--- src/rtl/cpu_req_queue.sv ---
// CPU request queue: FIFO of CPU read/write requests issued in order to the cache,
// with a cap on outstanding reads and 1-cycle registered read-response return.
package cpu_req_queue_pkg;
  typedef struct packed {
    logic        valid;
    logic        rw;
    logic [19:0] addr;
    logic [31:0] data;
  } cpu_to_cache_type;

  typedef struct packed {
    logic        stopped;
    logic        ready;
    logic [31:0] data;
  } cache_to_cpu_type;
endpackage

module cpu_req_queue
  import cpu_req_queue_pkg::*;
#(
  parameter int DEPTH  = 4,
  parameter int MAX_RD = 4
) (
  input  logic             clk,
  input  logic             rst,
  input  logic             req_valid,
  input  logic             req_rw,
  input  logic [19:0]      req_addr,
  input  logic [31:0]      req_data,
  output logic             req_ready,
  output cpu_to_cache_type cpu_to_cache,
  input  cache_to_cpu_type cache_to_cpu,
  output logic             rsp_valid,
  output logic [31:0]      rsp_data,
  output logic [3:0]       rd_pending,
  output logic             err_unexp
);
  localparam int AW = $clog2(DEPTH);

  typedef struct packed {
    logic        rw;
    logic [19:0] addr;
    logic [31:0] data;
  } entry_t;

  entry_t        r_mem [DEPTH];
  logic [AW-1:0] r_wptr, r_rptr;
  logic [AW:0]   r_count;
  logic [3:0]    r_rd_pending;
  logic          r_rsp_valid;
  logic [31:0]   r_rsp_data;
  logic          r_err_unexp;

  entry_t w_head;
  logic   w_issue, w_push, w_pop, w_rd_pop, w_rsp, w_unexp;

  assign w_head = r_mem[r_rptr];

  // rst gating keeps ready/valid low while held in reset; count alone would read as empty.
  assign req_ready = rst && (r_count < (AW+1)'(DEPTH));
  assign w_issue   = rst && (r_count != '0) && !(!w_head.rw && r_rd_pending == 4'(MAX_RD));
  assign w_push    = req_valid && req_ready;
  assign w_pop     = w_issue && !cache_to_cpu.stopped;
  assign w_rd_pop  = w_pop && !w_head.rw;
  assign w_rsp     = cache_to_cpu.ready && (r_rd_pending != '0);
  assign w_unexp   = cache_to_cpu.ready && (r_rd_pending == '0);

  always_comb begin
    cpu_to_cache = '0;
    if (w_issue) begin
      cpu_to_cache.valid = 1'b1;
      cpu_to_cache.rw    = w_head.rw;
      cpu_to_cache.addr  = w_head.addr;
      cpu_to_cache.data  = w_head.data;
    end
  end

  always_ff @(posedge clk) begin
    if (w_push) r_mem[r_wptr] <= {req_rw, req_addr, req_data};
  end

  always_ff @(posedge clk or negedge rst) begin
    if (!rst) begin
      r_wptr       <= '0;
      r_rptr       <= '0;
      r_count      <= '0;
      r_rd_pending <= '0;
      r_rsp_valid  <= 1'b0;
      r_rsp_data   <= '0;
      r_err_unexp  <= 1'b0;
    end else begin
      if (w_push) r_wptr <= r_wptr + 1'b1;
      if (w_pop)  r_rptr <= r_rptr + 1'b1;
      case ({w_push, w_pop})
        2'b10:   r_count <= r_count + 1'b1;
        2'b01:   r_count <= r_count - 1'b1;
        default: ;
      endcase
      case ({w_rd_pop, w_rsp})
        2'b10:   r_rd_pending <= r_rd_pending + 1'b1;
        2'b01:   r_rd_pending <= r_rd_pending - 1'b1;
        default: ;
      endcase
      r_rsp_valid <= w_rsp;
      if (w_rsp)   r_rsp_data  <= cache_to_cpu.data;
      if (w_unexp) r_err_unexp <= 1'b1;
    end
  end

  assign rd_pending = r_rd_pending;
  assign rsp_valid  = r_rsp_valid;
  assign rsp_data   = r_rsp_data;
  assign err_unexp  = r_err_unexp;
endmodule

--- config.mk ---
export PLATFORM = sky130hd
export DESIGN_NAME = cpu_req_queue
export DESIGN_NICKNAME = d
export VERILOG_FILES = /design/src/rtl/cpu_req_queue.sv
export SDC_FILE = /design/constraint.sdc
export NUM_CORES = 1
export LEC_CHECK = 0
export BUFFER_PORTS_ARGS = -buffer_cell sky130_fd_sc_hd__buf_2
export CELL_PAD_IN_SITES_DETAIL_PLACEMENT = 1
export CELL_PAD_IN_SITES_GLOBAL_PLACEMENT = 2
export CORE_MARGIN = 4
export CORE_UTILIZATION = 37
export DETAILED_ROUTE_END_ITERATION = 8
export PLACE_DENSITY_LB_ADDON = 0.1
export SLEW_MARGIN = 10
export SYNTH_ARGS = -nofsm -noshare
export SYNTH_HDL_FRONTEND = slang
export SYNTH_SLANG_ARGS = --single-unit
--- constraint.sdc ---
create_clock -name clk -period 3 [get_ports clk]
set_clock_uncertainty 0.05 [all_clocks]
set_input_delay 0.45 -clock clk [delete_from_list [all_inputs] [get_ports clk]]
set_output_delay 0.45 -clock clk [all_outputs]
set_load 0.03 [all_outputs]
==> results of run 1 <==
-- repair_timing --
action	4_1_cts	5_1_grt
pin swaps	0	0
endpoints found under the hold margin	8	0
gates resized for setup	1	6
hold buffers	1	0
setup endpoints to repair	32	53
-- area by class of cell --
cell class,count,area (sq um)
fillers,2488,13980
well taps,335,419.2
repair buffers,195,1097
inverters,8,30.03
clock buffers,35,748.2
flip-flops and latches,257,7497
multi-input cells,187,2320
clock inverters,18,113.9
-- layout by cell type, fill, tap and decap left out, drive strengths merged, types with 2 or more instances in the layout --
| cell | count |
|---|---|
| xnor2 | 4 |
| buf | 194 |
| nand2b | 2 |
| xor2 | 7 |
| edfxtp | 212 |
| nor4 | 2 |
| mux4 | 53 |
| nor2 | 3 |
| nor2b | 54 |
| and3 | 4 |
| ha | 8 |
| mux2 | 33 |
| clkinv | 14 |
| dfrtp | 45 |
| or4b | 2 |
| clkbuf | 35 |
| inv | 10 |
-- metrics by stage --
step	power (W)	setup WS [ns]	cells	instance area, sq um
after floorplan	0.007181	0.08932	474	9935
after global placement	0.008200	0.1988	981	11330
after detailed placement	0.008276	0.1508	981	11330
after CTS	0.01153	0.004725	1035	12210
after global routing	0.01195	0.01046	1035	12230
final	0.01131	0.1418	1035	12230
-- flip-flops by register name, indices dropped and copies added (netlist names) --
| register | flops |
|---|---|
| err_unexp | 1 |
| r_count | 3 |
| r_mem | 212 |
| r_rptr | 2 |
| r_wptr | 2 |
| rd_pending | 4 |
| rsp_data | 32 |
| rsp_valid | 1 |
-- how the worst min path moves through the flow --
stage / slack (ns) / startpoint / end / cells after the start
floorplan: 0.10 / rst / err_unexp / 0
global placement: 0.39 / err_unexp / err_unexp / 1
detailed placement: 0.40 / err_unexp / err_unexp / 1
CTS: 0.04 / req_data[7] / r_mem[1][7] / 1
global route: 0.05 / req_data[5] / r_mem[2][5] / 1
finish: 0.07 / req_data[7] / r_mem[1][7] / 1
-- where the power goes --
part	total [W]	switching (W)	internal [W]
registers	0.00448	0.000184	0.00429
clock network	0.00319	0.00134	0.00185
logic	0.00364	0.00216	0.00148
-- synthesized netlist by cell type, drive strengths merged, types with 2 or more instances --
cell type  number  area (sq um)
clkbuf          6         22.52
nor2            3         11.26
mux4           53          1194
edfxtp        212          6366
nor2b          54         337.8
dfrtp          45          1126
inv             8         30.03
nor4            2         12.51
buf            16         82.58
ha              8         100.1
or4b            2         20.02
mux2           33         371.6
nand2b          2         12.51
xor2            7         61.31
and3            4         25.02
xnor2           4         35.03
-- routing by layer --
layer,up-vias,wire length [um],share of wire
li1,2281,-,-
met1,2614,9012,0.42
met2,137,10850,0.50
met3,30,1308,0.061
met4,6,373,0.017
met5,-,34,0.0016
-- cells by family after synthesis --
| group | count (synthesis) | synth area share |
|---|---|---|
| DFF | 257 | 0.7542 |
| buffers and inverters | 30 | 0.01360 |
| AOI/OAI and AO/OA | 6 | 0.005290 |
| and+or+nand+nor | 74 | 0.04660 |
| muxes | 87 | 0.1586 |
| xor gates and xnor gates | 11 | 0.009697 |
| adders and majority gates | 9 | 0.01209 |
==> summary.md, run 1 <==
| Metric | Value |
|---|---|
| Max Clk Rate | 349.9 MHz |
| Area of the mapped netlist | 9935 sq um |
| Cell count after synthesis | 474 |
| HP Class | in2reg |
| Main flop type after synthesis | edfxtp_1 |
| Final Hold Viols | 0 |
| Gr busiest metal | met2 |
| Final period util | 0.9527 |
| GRT met2 Usage | 0.2516 |
| Rows | 59 |
| Hold_ws | 0.07299 ns |
| Sequential area share after synthesis | 0.7542 |
| #FFs+latches synth | 257 |
| Worst reg2reg startpoint | r_rptr[0] |
| WP data required | 3.36 ns |
| Clock sinks | 257 |
| Slew HR | 0.5858 |
| CTS tree | yes |
| # IOs | 183 |
| Worst R2R Setup Slack | 0.14 ns |
| Crit path from | r_rptr[0] |
| CP max-delay cell | mux4_2 |
| DRC errors left | 0 |
| Ys Warns | 0 |
| Iter 0 DRT Violations | 251 |
| Worst Path Buf+Inv | 0 |
| Tmin final | 2.858 ns |
| Levels on crit path | 9 |
| Grt met1 use | 0.1867 |
| Crit Path Class | reg2reg |
| Setup crit end | rd_pending[2] |
| Setup tns final | 0 ns |
| Total GRT Usage | 0.1449 |
| Mean Syn Cell Area | 20.96 sq um |
| Critical Path AT | 3.22 ns |
| Setup Buffers After CTS | 0 |
| PwrDens | 925.5 nW/um^2 |
| Reg-to-Reg End | rd_pending[2] |
| H-tree depth | 1 |
| RSZ-0062 raised after global routing | false |
| Starting density of the core | 0.3791 |
| Slew Limit Fails | 0 |
| Synth async-reset ratio | 0.1751 |
| Core area | 26210 sq um |
| Layout Utilization | 0.4665 |
| Syn nets | 573 |
| Nature of the critical path startpoint | flip-flop |
| Crit-path max FO | 5 |
| Clock latency on the worst-skew pair | 0.53 ns |
| Finish-stage setup viols | 0 |
| Die area | 29540 sq um |
| Nets@finish | 777 |
| Die W | 171.9 um |
| Ant. Diodes | 0 |
| Largest net degree at the start of global routing | 55 |
| Status | finished, final reports clean |
| Max VDD drop | 498.8 uV |
| Leak pwr | 4.510 nW |
| Number of synthesized flops with an enable pin | 212 |
| Vias in the first global route | 5707 |
| CTS Buf Count | 29 |
| Worst Tran Pin Value | 0.6213 ns |
| Worst stage delay on the critical path | 0.55 ns |
| Routed via count | 5068 |
| Final wirelength | 21580 um |
| Port bufs | 182 |
| Max Root-Sink Buffers | 3 |
| CP delay by family, top | simple AND/OR/NAND/NOR gates |
| Hpwl dp | 13340 um |
| Area grow syn2layout | 23.06% |
| R2R depth | 9 |
| CP Cell Sequence | mux4_2, or4b_1, ha_1, xor2_1, ha_1, a21oi_1, xor2_1, nor2_1, xor2_1 |
| Final ANT Viol Nets | 0 |
| M3 GR Usage | 0.03567 |
| Clock-pin slew on the worst setup and hold paths | 0.06 ns |
| First-pass GRT wire length | 33040 um |
| Synth unique cells | 32 |
| Layout cell share with drive strength beyond 1 | 0.4643 |
| CP dominant cell by count | xor2_1 |
| Drt first pass iters | 5 |
| Die extent in y | 171.9 um |
| Max-Cap Viols | 0 |
| Via density per instance | 4.897 |
| Gr ovfl total | 0 |
| Wire per inst | 20.85 um |
| Worst Setup End Kind | flip-flop |
| Root buf cell | clkbuf_16 |
| Initial antenna violation count | 3 |
| GPL Wtd Cong | 0.7245 |
Note: power is estimated with default switching activity, not from simulation.
==> run 2: changes to the inputs <==
--- a/config.mk
+++ b/config.mk
@@ -5,7 +5,7 @@
 export SDC_FILE = /design/constraint.sdc
 export NUM_CORES = 1
 export LEC_CHECK = 0
-export BUFFER_PORTS_ARGS = -buffer_cell sky130_fd_sc_hd__buf_2
+export BUFFER_PORTS_ARGS = -buffer_cell sky130_fd_sc_hd__buf_4
 export CELL_PAD_IN_SITES_DETAIL_PLACEMENT = 1
 export CELL_PAD_IN_SITES_GLOBAL_PLACEMENT = 2
 export CORE_MARGIN = 4
==> summary.md, run 2 (synthesis results as in run 1) <==
| Metric | Value |
|---|---|
| Crit Path Class | reg2out |
| Hold_ws | 0.05880 ns |
| Vias in the first global route | 5708 |
| Hpwl dp | 13420 um |
| CTS Buf Count | 29 |
| Port bufs | 182 |
| CP Cell Sequence | or4b_4, o21bai_4, buf_4, buf_12, nor2b_1, buf_4 |
| RSZ-0062 raised after global routing | false |
| Max VDD drop | 491.7 uV |
| Worst Path Buf+Inv | 3 |
| Total GRT Usage | 0.1464 |
| Clock latency on the worst-skew pair | 0.54 ns |
| CTS tree | yes |
| Clock-pin slew on the worst setup and hold paths | 0.06 ns |
| Slew HR | 0.5703 |
| WP data required | 2.50 ns |
| Worst Setup End Kind | output port |
| Initial antenna violation count | 1 |
| R2R depth | 7 |
| Crit-path max FO | 24 |
| Setup tns final | 0 ns |
| Max-Cap Viols | 0 |
| DRC errors left | 0 |
| Worst Tran Pin Value | 0.6446 ns |
| WHS Path Cells | 1 |
| Final ANT Viol Nets | 0 |
| Die area | 29540 sq um |
| Wire per inst | 21.27 um |
| CP max-delay cell | or4b_4 |
| Nets@finish | 779 |
| CP dominant cell by count | buf_4 |
| Nature of the critical path startpoint | flip-flop |
| Drt first pass iters | 4 |
| Iter 0 DRT Violations | 304 |
| Final Hold Viols | 0 |
| Max Root-Sink Buffers | 3 |
| Tmin final | 2.882 ns |
| Slew Limit Fails | 0 |
| Via density per instance | 4.926 |
| # IOs | 183 |
| Root buf cell | clkbuf_16 |
| H-tree depth | 1 |
| Commonest non-fill, non-tap cells in the layout | edfxtp_1, buf_4, nor2b_1 |
| Gr ovfl total | 0 |
| Number of flip-flops under the largest register name | 212 |
| CP delay by family, top | simple AND/OR/NAND/NOR gates |
| Final wirelength | 21990 um |
| First-pass GRT wire length | 33090 um |
| PwrDens | 923.3 nW/um^2 |
| Leak pwr | 4.671 nW |
| GPL Wtd Cong | 0.7019 |
| Die extent in y | 171.9 um |
| FILL cells | 2405 |
| Ant. Diodes | 0 |
| Finish-stage setup viols | 0 |
| HP Class | in2reg |
| Critical Path AT | 2.38 ns |
| Worst stage delay on the critical path | 0.57 ns |
| Levels on crit path | 6 |
| Final period util | 0.9608 |
| Max Clk Rate | 346.9 MHz |
| Most common cell after layout, fill and taps aside | edfxtp_1 |
| Core area | 26210 sq um |
| Most flops, register | r_mem |
| Clock sinks | 257 |
| Layout cell share with drive strength beyond 1 | 0.4721 |
| Largest net degree at the start of global routing | 55 |
| Area grow syn2layout | 28.46% |
| Rows | 59 |
| Starting density of the core | 0.3791 |
| Die W | 171.9 um |
| Status | finished, final reports clean |
| Routed via count | 5093 |
==> run 2: cell types whose count changed in the layout (fill, tap and decap cells not counted), sizes merged <==
cell,change
bufbuf,+1
clkinv,-10
inv,-1
clkbuf,+8
buf,+1
==> run 2: metrics by stage <==
| step | instance area, sq um | power, W | std cells | setup WS (ns) | util |
|---|---|---|---|---|---|
| finish | 12760 | 0.01178 | 1034 | 0.1176 | 0.4870 |
| global route | 12760 | 0.01240 | 1034 | 0.01860 | 0.4870 |
| CTS | 12750 | 0.01200 | 1034 | 0.03287 | 0.4867 |
| detailed placement | 11800 | 0.008594 | 980 | 0.1279 | 0.4504 |
| global placement | 11800 | 0.008514 | 980 | 0.1938 | 0.4504 |
| floorplan | 9935 | 0.007181 | 474 | 0.08932 | - |
==> run 2: what timing repair did <==
item                                    CTS  global route
hold endpoints to repair                 45             0
gates cloned                              1             0
endpoints found under the setup margin   47             3
hold buffers                              1             0
pin swaps                                 1             0
gates resized for setup                   1             3
buffers inserted                          2             0
==> run 2: path summary, 6_finish.rpt <==
| check | from | end | slack (ns) |
|---|---|---|---|
| hold / removal | req_addr[15] | r_mem[0][47] | 0.06 |
| hold reg to reg | err_unexp | err_unexp | 0.40 |
| max in group asynchronous | rst | r_rptr[0] | 1.86 |
| setup / recovery | rd_pending[0] | cpu_to_cache[31] | 0.12 |
| min in group asynchronous | rst | rd_pending[0] | 0.59 |
| setup reg to reg | r_rptr[0] | rd_pending[3] | 0.14 |
==> run 2: cell type report <==
type / count / area, sq um / share of cell area
Tap cell: 335 / 419.2 / 0.03284
Multi-Input combinational cell: 187 / 2326 / 0.1823
Clock inverter: 7 / 62.56 / 0.004902
Sequential cell: 257 / 7498 / 0.5876
Timing Repair Buffer: 197 / 1598 / 0.1252
Clock buffer: 43 / 828.3 / 0.06490
Inverter: 8 / 30.03 / 0.002353
==> run 2: power breakdown <==
group | total, W | internal [W] | switching, W | leakage, nW
logic | 0.00400 | 0.00179 | 0.00221 | 1.80
clock network | 0.00329 | 0.00197 | 0.00131 | 0.431
registers | 0.00450 | 0.00430 | 0.000201 | 2.44
total | 0.0118 | 0.00806 | 0.00372 | 4.67
==> run 2: worst register-to-register path, cell delays in order (launching register included) <==
cell       delay [ns]
dfrtp_4          0.43
mux4_2           0.55
or4b_1           0.53
ha_1             0.26
nand3b_1         0.18
a2111oi_0        0.44
nor3_1           0.13
xnor2_1          0.15
==> run 2: layer usage <==
metal	track usage	share of wire
met5	0	0.00091
met4	0.03452	0.022
met3	0.03475	0.064
met2	0.2506	0.51
met1	0.1914	0.41
